File: config.mk
export PLATFORM = sky130hd
export DESIGN_NAME = amem_addr_ctl
export DESIGN_NICKNAME = d
export VERILOG_FILES = /design/src/rtl/amem_pkg.sv /design/src/rtl/amem_wq.sv /design/src/rtl/amem_addr_ctl.sv
export SDC_FILE = /design/constraint.sdc
export NUM_CORES = 1
export LEC_CHECK = 0
export ABC_AREA = 1
export CAP_MARGIN = 20
export CORE_ASPECT_RATIO = 0.5
export CORE_MARGIN = 1.5
export CORE_UTILIZATION = 41
export CTS_CLUSTER_DIAMETER = 50
export DETAILED_ROUTE_END_ITERATION = 10
export GPL_TIMING_DRIVEN = 0
export PLACE_DENSITY = 0.78
export SLEW_MARGIN = 20
export SYNTH_ARGS = -nofsm -noshare
export SYNTH_HDL_FRONTEND = slang
export SYNTH_SLANG_ARGS = --single-unit
File: constraint.sdc
create_clock -name clk -period 2.9 [get_ports clk]
set_clock_uncertainty 0.1 [all_clocks]
set_input_delay 0.87 -clock clk [delete_from_list [all_inputs] [get_ports clk]]
set_output_delay 0.87 -clock clk [all_outputs]
set_load 0.005 [all_outputs]
File: src/rtl/amem_pkg.sv
// Shared types and defaults for the A-memory address controller.
// Holds the pending-write entry type, field defaults and pointer helper.
package amem_pkg;

  localparam int AW_MAX      = 16;
  localparam int AW_DEF      = 10;
  localparam int IRW_DEF     = 49;
  localparam int SRC_LSB_DEF = 32;
  localparam int DST_LSB_DEF = 14;
  localparam int DSTM_W_DEF  = 5;
  localparam int DEPTH_DEF   = 2;

  // addr is held zero-extended to AW_MAX so one type serves every AW.
  typedef struct packed {
    logic              valid;
    logic [AW_MAX-1:0] addr;
  } amem_entry_t;

  function automatic logic [2:0] ptr_inc(
    input logic [2:0] p,
    input int         depth
  );
    if (int'(p) == depth - 1) return 3'd0;
    return p + 3'd1;
  endfunction

endpackage

File: src/rtl/amem_wq.sv
// Pending A-memory write queue: storage, pointers, occupancy, sticky flags.
// Ports: clk, reset, push, pop, din in; ents, rd_ptr, count, ovf, unf out.
module amem_wq
  import amem_pkg::*;
#(
  parameter int DEPTH = DEPTH_DEF
) (
  input  logic        clk,
  input  logic        reset,
  input  logic        push,
  input  logic        pop,
  input  amem_entry_t din,
  output amem_entry_t ents [DEPTH],
  output logic [2:0]  rd_ptr,
  output logic [3:0]  count,
  output logic        ovf,
  output logic        unf
);

  logic [2:0] wr_ptr;
  logic       do_pop;
  logic       do_push;
  logic       full;
  logic       empty;

  assign empty = (count == 4'd0);
  assign full  = (count == 4'(DEPTH));

  assign do_pop  = pop & ~empty;
  // A full queue still accepts a push when a pop frees the head slot.
  assign do_push = push & (~full | do_pop);

  always_ff @(posedge clk) begin
    if (reset) begin
      for (int j = 0; j < DEPTH; j++) begin
        ents[j] <= '0;
      end
      wr_ptr <= '0;
      rd_ptr <= '0;
      count  <= '0;
      ovf    <= 1'b0;
      unf    <= 1'b0;
    end else begin
      if (do_push) begin
        for (int j = 0; j < DEPTH; j++) begin
          if (3'(j) == wr_ptr) ents[j] <= din;
        end
        wr_ptr <= ptr_inc(wr_ptr, DEPTH);
      end
      if (do_pop) begin
        rd_ptr <= ptr_inc(rd_ptr, DEPTH);
      end
      if (do_push && !do_pop) begin
        count <= count + 4'd1;
      end else if (do_pop && !do_push) begin
        count <= count - 4'd1;
      end
      if (push && full && !do_pop) ovf <= 1'b1;
      if (pop && empty) unf <= 1'b1;
    end
  end

endmodule

File: src/rtl/amem_addr_ctl.sv
// A-memory address control: source/dest address mux, write queue, bypass.
// Ports: clk, reset, state_decode, state_write, ir, dest, destm in;
// aadr, wadr, arp, awp, byp_hit, byp_sel, count, ovf, unf out.
module amem_addr_ctl
  import amem_pkg::*;
#(
  parameter int AW      = AW_DEF,
  parameter int IRW     = IRW_DEF,
  parameter int SRC_LSB = SRC_LSB_DEF,
  parameter int DST_LSB = DST_LSB_DEF,
  parameter int DSTM_W  = DSTM_W_DEF,
  parameter int DEPTH   = DEPTH_DEF
) (
  input  logic           clk,
  input  logic           reset,
  input  logic           state_decode,
  input  logic           state_write,
  input  logic [IRW-1:0] ir,
  input  logic           dest,
  input  logic           destm,
  output logic [AW-1:0]  aadr,
  output logic [AW-1:0]  wadr,
  output logic           arp,
  output logic           awp,
  output logic           byp_hit,
  output logic [2:0]     byp_sel,
  output logic [3:0]     count,
  output logic           ovf,
  output logic           unf
);

  logic [AW-1:0]     src;
  logic [AW-1:0]     dst_full;
  logic [DSTM_W-1:0] dst_short;
  logic [AW_MAX-1:0] src_ext;
  amem_entry_t       din;
  amem_entry_t       head;
  amem_entry_t       ents [DEPTH];
  logic [2:0]        rd_ptr;
  logic              unused_ir;
  logic              unused_head;

  assign src       = ir[SRC_LSB +: AW];
  assign dst_full  = ir[DST_LSB +: AW];
  assign dst_short = ir[DST_LSB +: DSTM_W];
  assign src_ext   = AW_MAX'(src);
  assign unused_ir = ^ir;

  always_comb begin
    din       = '0;
    din.valid = dest;
    din.addr  = destm ? AW_MAX'(dst_short)
                      : AW_MAX'(dst_full);
  end

  amem_wq #(
    .DEPTH (DEPTH)
  ) u_wq (
    .clk    (clk),
    .reset  (reset),
    .push   (state_decode),
    .pop    (state_write),
    .din    (din),
    .ents   (ents),
    .rd_ptr (rd_ptr),
    .count  (count),
    .ovf    (ovf),
    .unf    (unf)
  );

  always_comb begin
    head = '0;
    for (int j = 0; j < DEPTH; j++) begin
      if (3'(j) == rd_ptr) head = ents[j];
    end
  end

  assign unused_head = ^head.addr;

  assign wadr = (count != 4'd0) ? head.addr[AW-1:0] : '0;
  assign awp  = state_write & (count != 4'd0) & head.valid;
  assign arp  = state_decode;
  assign aadr = state_write ? wadr : src;

  // Walk ages oldest to youngest so the last match wins.
  always_comb begin
    logic [3:0]  slot;
    amem_entry_t e;
    byp_hit = 1'b0;
    byp_sel = 3'd0;
    slot    = '0;
    e       = '0;
    for (int i = 0; i < DEPTH; i++) begin
      slot = {1'b0, rd_ptr} + 4'(i);
      if (slot >= 4'(DEPTH)) slot = slot - 4'(DEPTH);
      e = '0;
      for (int j = 0; j < DEPTH; j++) begin
        if (4'(j) == slot) e = ents[j];
      end
      if ((4'(i) < count) && e.valid && (e.addr == src_ext)) begin
        byp_hit = 1'b1;
        byp_sel = 3'(i);
      end
    end
  end

endmodule
# Word-level counts from Yosys, hierarchy flattened
# Cells that the tools add are included.
[totals] in_bits=55 ram_bits=0 rom_bits=0 register_bits=46 latchBits=0 wordCells=82 n_memories=0 output_inout_bits=32
[op_classes] n_bitwise=7 n_lt_le_gt_ge=4 mux=26 n_shift=0 div=0 n_eq_ne=9 add_sub_neg=7 multipliers=0 reduce_logical=20
[op_table] op="$mux 17" n=6
[op_table] op="$eq 16x10->1" n=2
[op_table] op="$mux 10" n=3
[op_table] op="$mux 4" n=4
[op_table] op="$logic_not 4->1" n=3
[op_table] op="$mux 3" n=4
[op_table] op="$logic_and 1x1->1" n=9
[op_table] op="$mux 1" n=9
[op_table] op="$eq 1x4->1 const A" n=2
[op_table] op="$lt 1x4->1 const A" n=2
[op_table] op="$add 3x1->3 const B" n=2
[op_table] op="$eq 1x3->1 const A" n=2
[op_table] op="$eq 3x2->1 const B" n=2
[op_table] op="$logic_not 3->1" n=2
[op_table] op="$add 3x1->4 const B" n=1
[op_table] op="$add 4x1->4 const B" n=1
[op_table] op="$and 1x1->1" n=4
[op_table] op="$eq 4x2->1 const B" n=1
[op_table] op="$ge 4x2->1 const B" n=1
[op_table] op="$reduce_and 2->1" n=2
[op_table] op="$reduce_bool 4->1" n=1
[op_table] op="$sub 3x2->4 const B" n=1
[op_table] op="$sub 4x1->4 const B" n=1
[op_table] op="$sub 4x2->4 const B" n=1
[op_table] op="other kinds (5)" n=7

# Longest topological paths before layout
[depth] ltp_word=9 mapped_depth=20 mapped_depth_nobuf=19

# By module
# From an unflattened synthesis, not the netlist that was laid out.
[unflattened] cells_unflattened=567 area_unflattened_um2=3352.0
[modules_own_cells] mod="amem_wq" area_per_inst_um2=2099.5 instances=1 cells_per_inst=310 seq_area_each_um2=920.9
[modules_own_cells] mod="amem_addr_ctl" area_per_inst_um2=1252.5 instances=1 cells_per_inst=257 seq_area_each_um2=0.0

# Worst setup path after synthesis
# OpenSTA, ideal clock, no wires.
[synth_timing] path_type="flip-flop to output port" from="reg u_wq.rd_ptr[0]" to="out byp_hit" n_path_buf=1 path_stages_with_launch=18 arrival_time_ns=2.138 setup_slack_ns=-0.208 required_ns=1.930 path_cell_list="dfxtp_1 -> inv_2 -> ha_1 -> inv_1 -> ha_1 -> inv_1 -> a21oi_2 -> nand2_1 -> nor2_1 -> buf_4 -> nand3_1 -> o21ai_0 -> nand2_1 -> nand2_1 -> nand2_1 -> nor2_1 -> nand3_1 -> nand2_1"
[synth_via] elab_chain_len=9 word_cells_on_any_way=23 cone_classes="add/sub: 3; order compare: 2; eq/ne: 4; mux: 8; reduce/logical: 6"
[synth_rtl] element="from (decl)" line="amem_wq.sv:14" rtl="output logic [2:0] rd_ptr,"
[synth_rtl] element="from (signal assigned)" line="amem_wq.sv:51" rtl="rd_ptr <= ptr_inc(rd_ptr, DEPTH);"
[synth_rtl] element="$add 3x1->4 (tied with other cells)" line="amem_addr_ctl.sv:94" rtl="slot = {1'b0, rd_ptr} + 4'(i);"
[synth_rtl] element="$sub 4x2->4 (tied with other cells)" line="amem_addr_ctl.sv:95" rtl="if (slot >= 4'(DEPTH)) slot = slot - 4'(DEPTH);"
[synth_rtl] element="$mux 4 or $logic_not 4->1 (tied branches)" line="amem_addr_ctl.sv:95, amem_addr_ctl.sv:98"
[synth_rtl] element="$logic_not 4->1 or $mux 17 (tied branches)" line="amem_addr_ctl.sv:98" rtl="if (4'(j) == slot) e = ents[j];"
[synth_rtl] element="$mux 17" line="amem_addr_ctl.sv:98"
[synth_rtl] element="$mux 17 (tied with other cells)" line="amem_addr_ctl.sv:98"
[synth_rtl] element="$eq 16x10->1 or $logic_and 1x1->1 (tied branches)" line="amem_addr_ctl.sv:100" rtl="if ((4'(i) < count) && e.valid && (e.addr == src_ext)) begin"
[synth_rtl] element="$logic_and 1x1->1 or $mux 1 (tied branches)" line="amem_addr_ctl.sv:100"
[synth_rtl] element="$mux 1 (*)" line="amem_addr_ctl.sv:100"
[synth_rtl] element="to (decl)" line="amem_addr_ctl.sv:25" rtl="output logic byp_hit,"
# Every way passes the cells marked *; elsewhere a longest branch is shown, timed or not.

# Worst setup path after layout
# Same ends and word-level chain as after synthesis.

==> impl_metrics.env <==
export IMPL_status="finished, violations left"
export IMPL_violations="setup timing"
export IMPL_via_per_inst=5.74
export IMPL_vias=3174
export IMPL_ir_drop_mv=0.665
export IMPL_worstSetupStartpointType="register"
export IMPL_total_power_w=0.00315
export IMPL_grt_pass1_wl_mm=13.7
export IMPL_synth_edf_count=0
export IMPL_cts_buffers=5
export IMPL_finalMaxSlewViolations=0
export IMPL_route_detailed_drc=0
export IMPL_n_antenna_cell=0
export IMPL_syn_inst=383
export IMPL_grt_use_total=0.276
export IMPL_antenna_found_initial=0
export IMPL_cts_root_buf="clkbuf_16"
export IMPL_yosysTopAreaCell="dfxtp_1"
export IMPL_clock_sinks=34
export IMPL_cts_htree_levels=2
export IMPL_seq_area_um2=694
export IMPL_tightestPinTransition_ns=0.522
export IMPL_p_per_area_nw_per_um2=829
export IMPL_port_buffers=54
export IMPL_drtAntennaViolNets=0
export IMPL_finalNetCount=544
export IMPL_multiInputGateArea_um2=1620
export IMPL_ff2ff_path_depth=22
export IMPL_post_place_ws_ns=-0.822
export IMPL_drtPass1Iterations=9
export IMPL_crit_required_ns=1.93
export IMPL_hold_buffers=0
export IMPL_syn_area_per_cell_um2=6.40
export IMPL_p_leak_nw=1.68
export IMPL_fin_area_um2=3800
export IMPL_fmaxAchievable_ghz=0.272
export IMPL_maxCapViolations=0
export IMPL_clkTransAtPathRegs_ns=0.05
export IMPL_finalWirelength_mm=9.33
export IMPL_worst_slew_margin_rel=0.652
export IMPL_insertion_delay_ns=0.28
export IMPL_place_area_um2=3110
export IMPL_synth_cell_type_count=34
export IMPL_crit_type="register to output pin"
export IMPL_path_max_fanout=5
export IMPL_async_flop_share=0
export IMPL_drive_gt1_frac=0.252
export IMPL_ys_flop_type="dfxtp_1"
export IMPL_worst_slack_ns=-0.776
export IMPL_grt_ovfl_total=0
export IMPL_grt_pass1_vias=2907
export IMPL_fill_cells=469
export IMPL_design_core_area_um2=5610
export IMPL_route_detailed_wl_per_inst_um=16.9
export IMPL_io_pins=87
export IMPL_min_period_ns=3.68
export IMPL_endpoint_kind="output pin"
export IMPL_synth_top_cell_area_share=0.278
export IMPL_clockBufferDepth=2
export IMPL_post_route_period_util=1.27
export IMPL_start_util=0.437
export IMPL_synth_area_um2=2450
export IMPL_synthTopCellsByArea="dfxtp_1 28%, o21ai_0 11%, nand2_1 10%"
export IMPL_rows=19
export IMPL_dp_hpwl_mm=5.66
export IMPL_rsz0062_at_grt="true"
export IMPL_seq_area_frac_synth=0.278
export IMPL_syn_to_final_growth_pct=55.0
export IMPL_gp_congestion=0.981
export IMPL_holdCritPathClass="register to register"
export IMPL_die_w_um=112
export IMPL_ys_warn_count=0
export IMPL_grt_max_degree=12
export IMPL_worstPathArrival_ns=2.71
export IMPL_cts_tree="built"
export IMPL_hold_violations=0
export IMPL_ys_seq_elements=34
export IMPL_die_h_um=57.7
export IMPL_initialDrtViolationCount=363
export IMPL_setup_viol=19
export IMPL_hold_depth=2
export IMPL_die_area_um2=6480
==> sequential cells by signal, summed over array words and instances (netlist names) <==
name and count:
u_wq.ents 22, u_wq.ovf 1, u_wq.rd_ptr 3, u_wq.count 4, u_wq.wr_ptr 3, u_wq.unf 1
==> logic make-up (layout without fill, tap and decap cells) <==
kind of cell	count (synthesis)	after routing	share of synthesized area
adder cells (fa/ha/maj)	10	10	0.0511
other	1	2	0.00153
buffers and inverters	83	179	0.139
AND/OR/NAND/NOR	133	133	0.250
XOR/XNOR	5	5	0.0179
AO/OA/AOI/OAI	117	117	0.262
flip-flops	34	34	0.278
==> where the power goes <==
| part | total, W | switching, W | leakage (nW) | internal (W) |
|---|---|---|---|---|
| Clock | 0.000547 | 0.000207 | 0.0772 | 0.000340 |
| Sequential | 0.000666 | 0.0000972 | 0.282 | 0.000569 |
| Combinational | 0.00194 | 0.00109 | 1.32 | 0.000842 |
| Total | 0.00315 | 0.00140 | 1.68 | 0.00175 |
==> final timing paths <==
| kind | start | end | slack, ns |
|---|---|---|---|
| min reg2reg | u_wq.unf$_SDFFE_PP0P_ | u_wq.unf$_SDFFE_PP0P_ | 0.35 |
| min | u_wq.unf$_SDFFE_PP0P_ | u_wq.unf$_SDFFE_PP0P_ | 0.35 |
| max | u_wq.rd_ptr[0]$_SDFFE_PP0P_ | byp_hit | -0.78 |
| max reg2reg | u_wq.rd_ptr[0]$_SDFFE_PP0P_ | u_wq.rd_ptr[2]$_SDFFE_PP0P_ | 0.11 |
==> synth_stat cells, types with 2 or more instances <==
cell,number
xor2_1,4
o21ai_0,52
ha_1,10
nor2_4,2
nor3_1,4
a21oi_1,34
inv_1,61
o211ai_1,2
o22ai_1,21
clkbuf_1,8
a211oi_1,2
nand3_2,2
nor2_1,26
nand2_4,3
inv_2,3
buf_2,3
dfxtp_1,34
o2111ai_1,2
nand3_1,26
buf_4,5
nand2_1,66
==> worst max-delay path, stage by stage (launching register included) <==
cell	delay (ns)
dfxtp_4	0.38
buf_6	0.12
inv_8	0.03
ha_4	0.28
inv_4	0.04
ha_4	0.25
inv_2	0.03
a21oi_2	0.13
nand2_2	0.08
nor2_4	0.14
buf_6	0.18
nand3_4	0.08
o21ai_2	0.07
nand2_1	0.06
nand2_1	0.06
nand2_1	0.06
nor2_2	0.14
nand3_2	0.10
nand2_1	0.06
buf_2	0.11
==> final cells by class <==
cell class / instances / area share
plain buffers: 17 / 0.0376
well taps: 73 / 0.0241
clock buffers: 6 / 0.0366
clock inverters: 2 / 0.00297
repair inverters: 1 / 0.00198
inverters: 65 / 0.0679
repair buffers: 88 / 0.221
multi-input cells: 267 / 0.426
flip-flops and latches: 34 / 0.183
==> per-layer routing <==
layer	part of all wire	routed length [um]	track usage
met2	0.43	4010	0.434
met3	0.12	1070	0.0513
met4	0.037	345	0.130
met5	0	0	0
met1	0.42	3890	0.375
==> through the flow <==
stage	setup TNS (ns)	cells	utilization	hold WS, ns
after detailed placement	-10.35	511	0.555	0.346
after global placement	-9.77	511	0.555	0.338
after floorplan	-0.0573	384	-	0.347
after CTS	-4.05	558	0.661	0.354
final	-4.77	553	0.677	0.350
after global routing	-6.15	553	0.677	0.403
==> layout by cell type, fill, tap and decap left out, drive strengths merged, types with 2 or more instances in the layout <==
master,count
nand2,70
inv,64
o21ai,52
buf,46
clkdlybuf4s50,38
a21oi,35
dfxtp,34
nor2,28
nand3,28
o22ai,21
clkbuf,13
dlygate4sd2,11
ha,10
xor2,4
nor3,4
clkinvlp,2
o211ai,2
o2111ai,2
a211oi,2
conb,2
dlymetal6s2s,2
clkinv,2
==> timing repair <==
item,in CTS,in global routing
buffers inserted,39,3
pin swaps,16,20
resized for setup,84,37
gates cloned,2,1
endpoints found under the setup margin,24,17
Power figures use the tool's default switching activity.
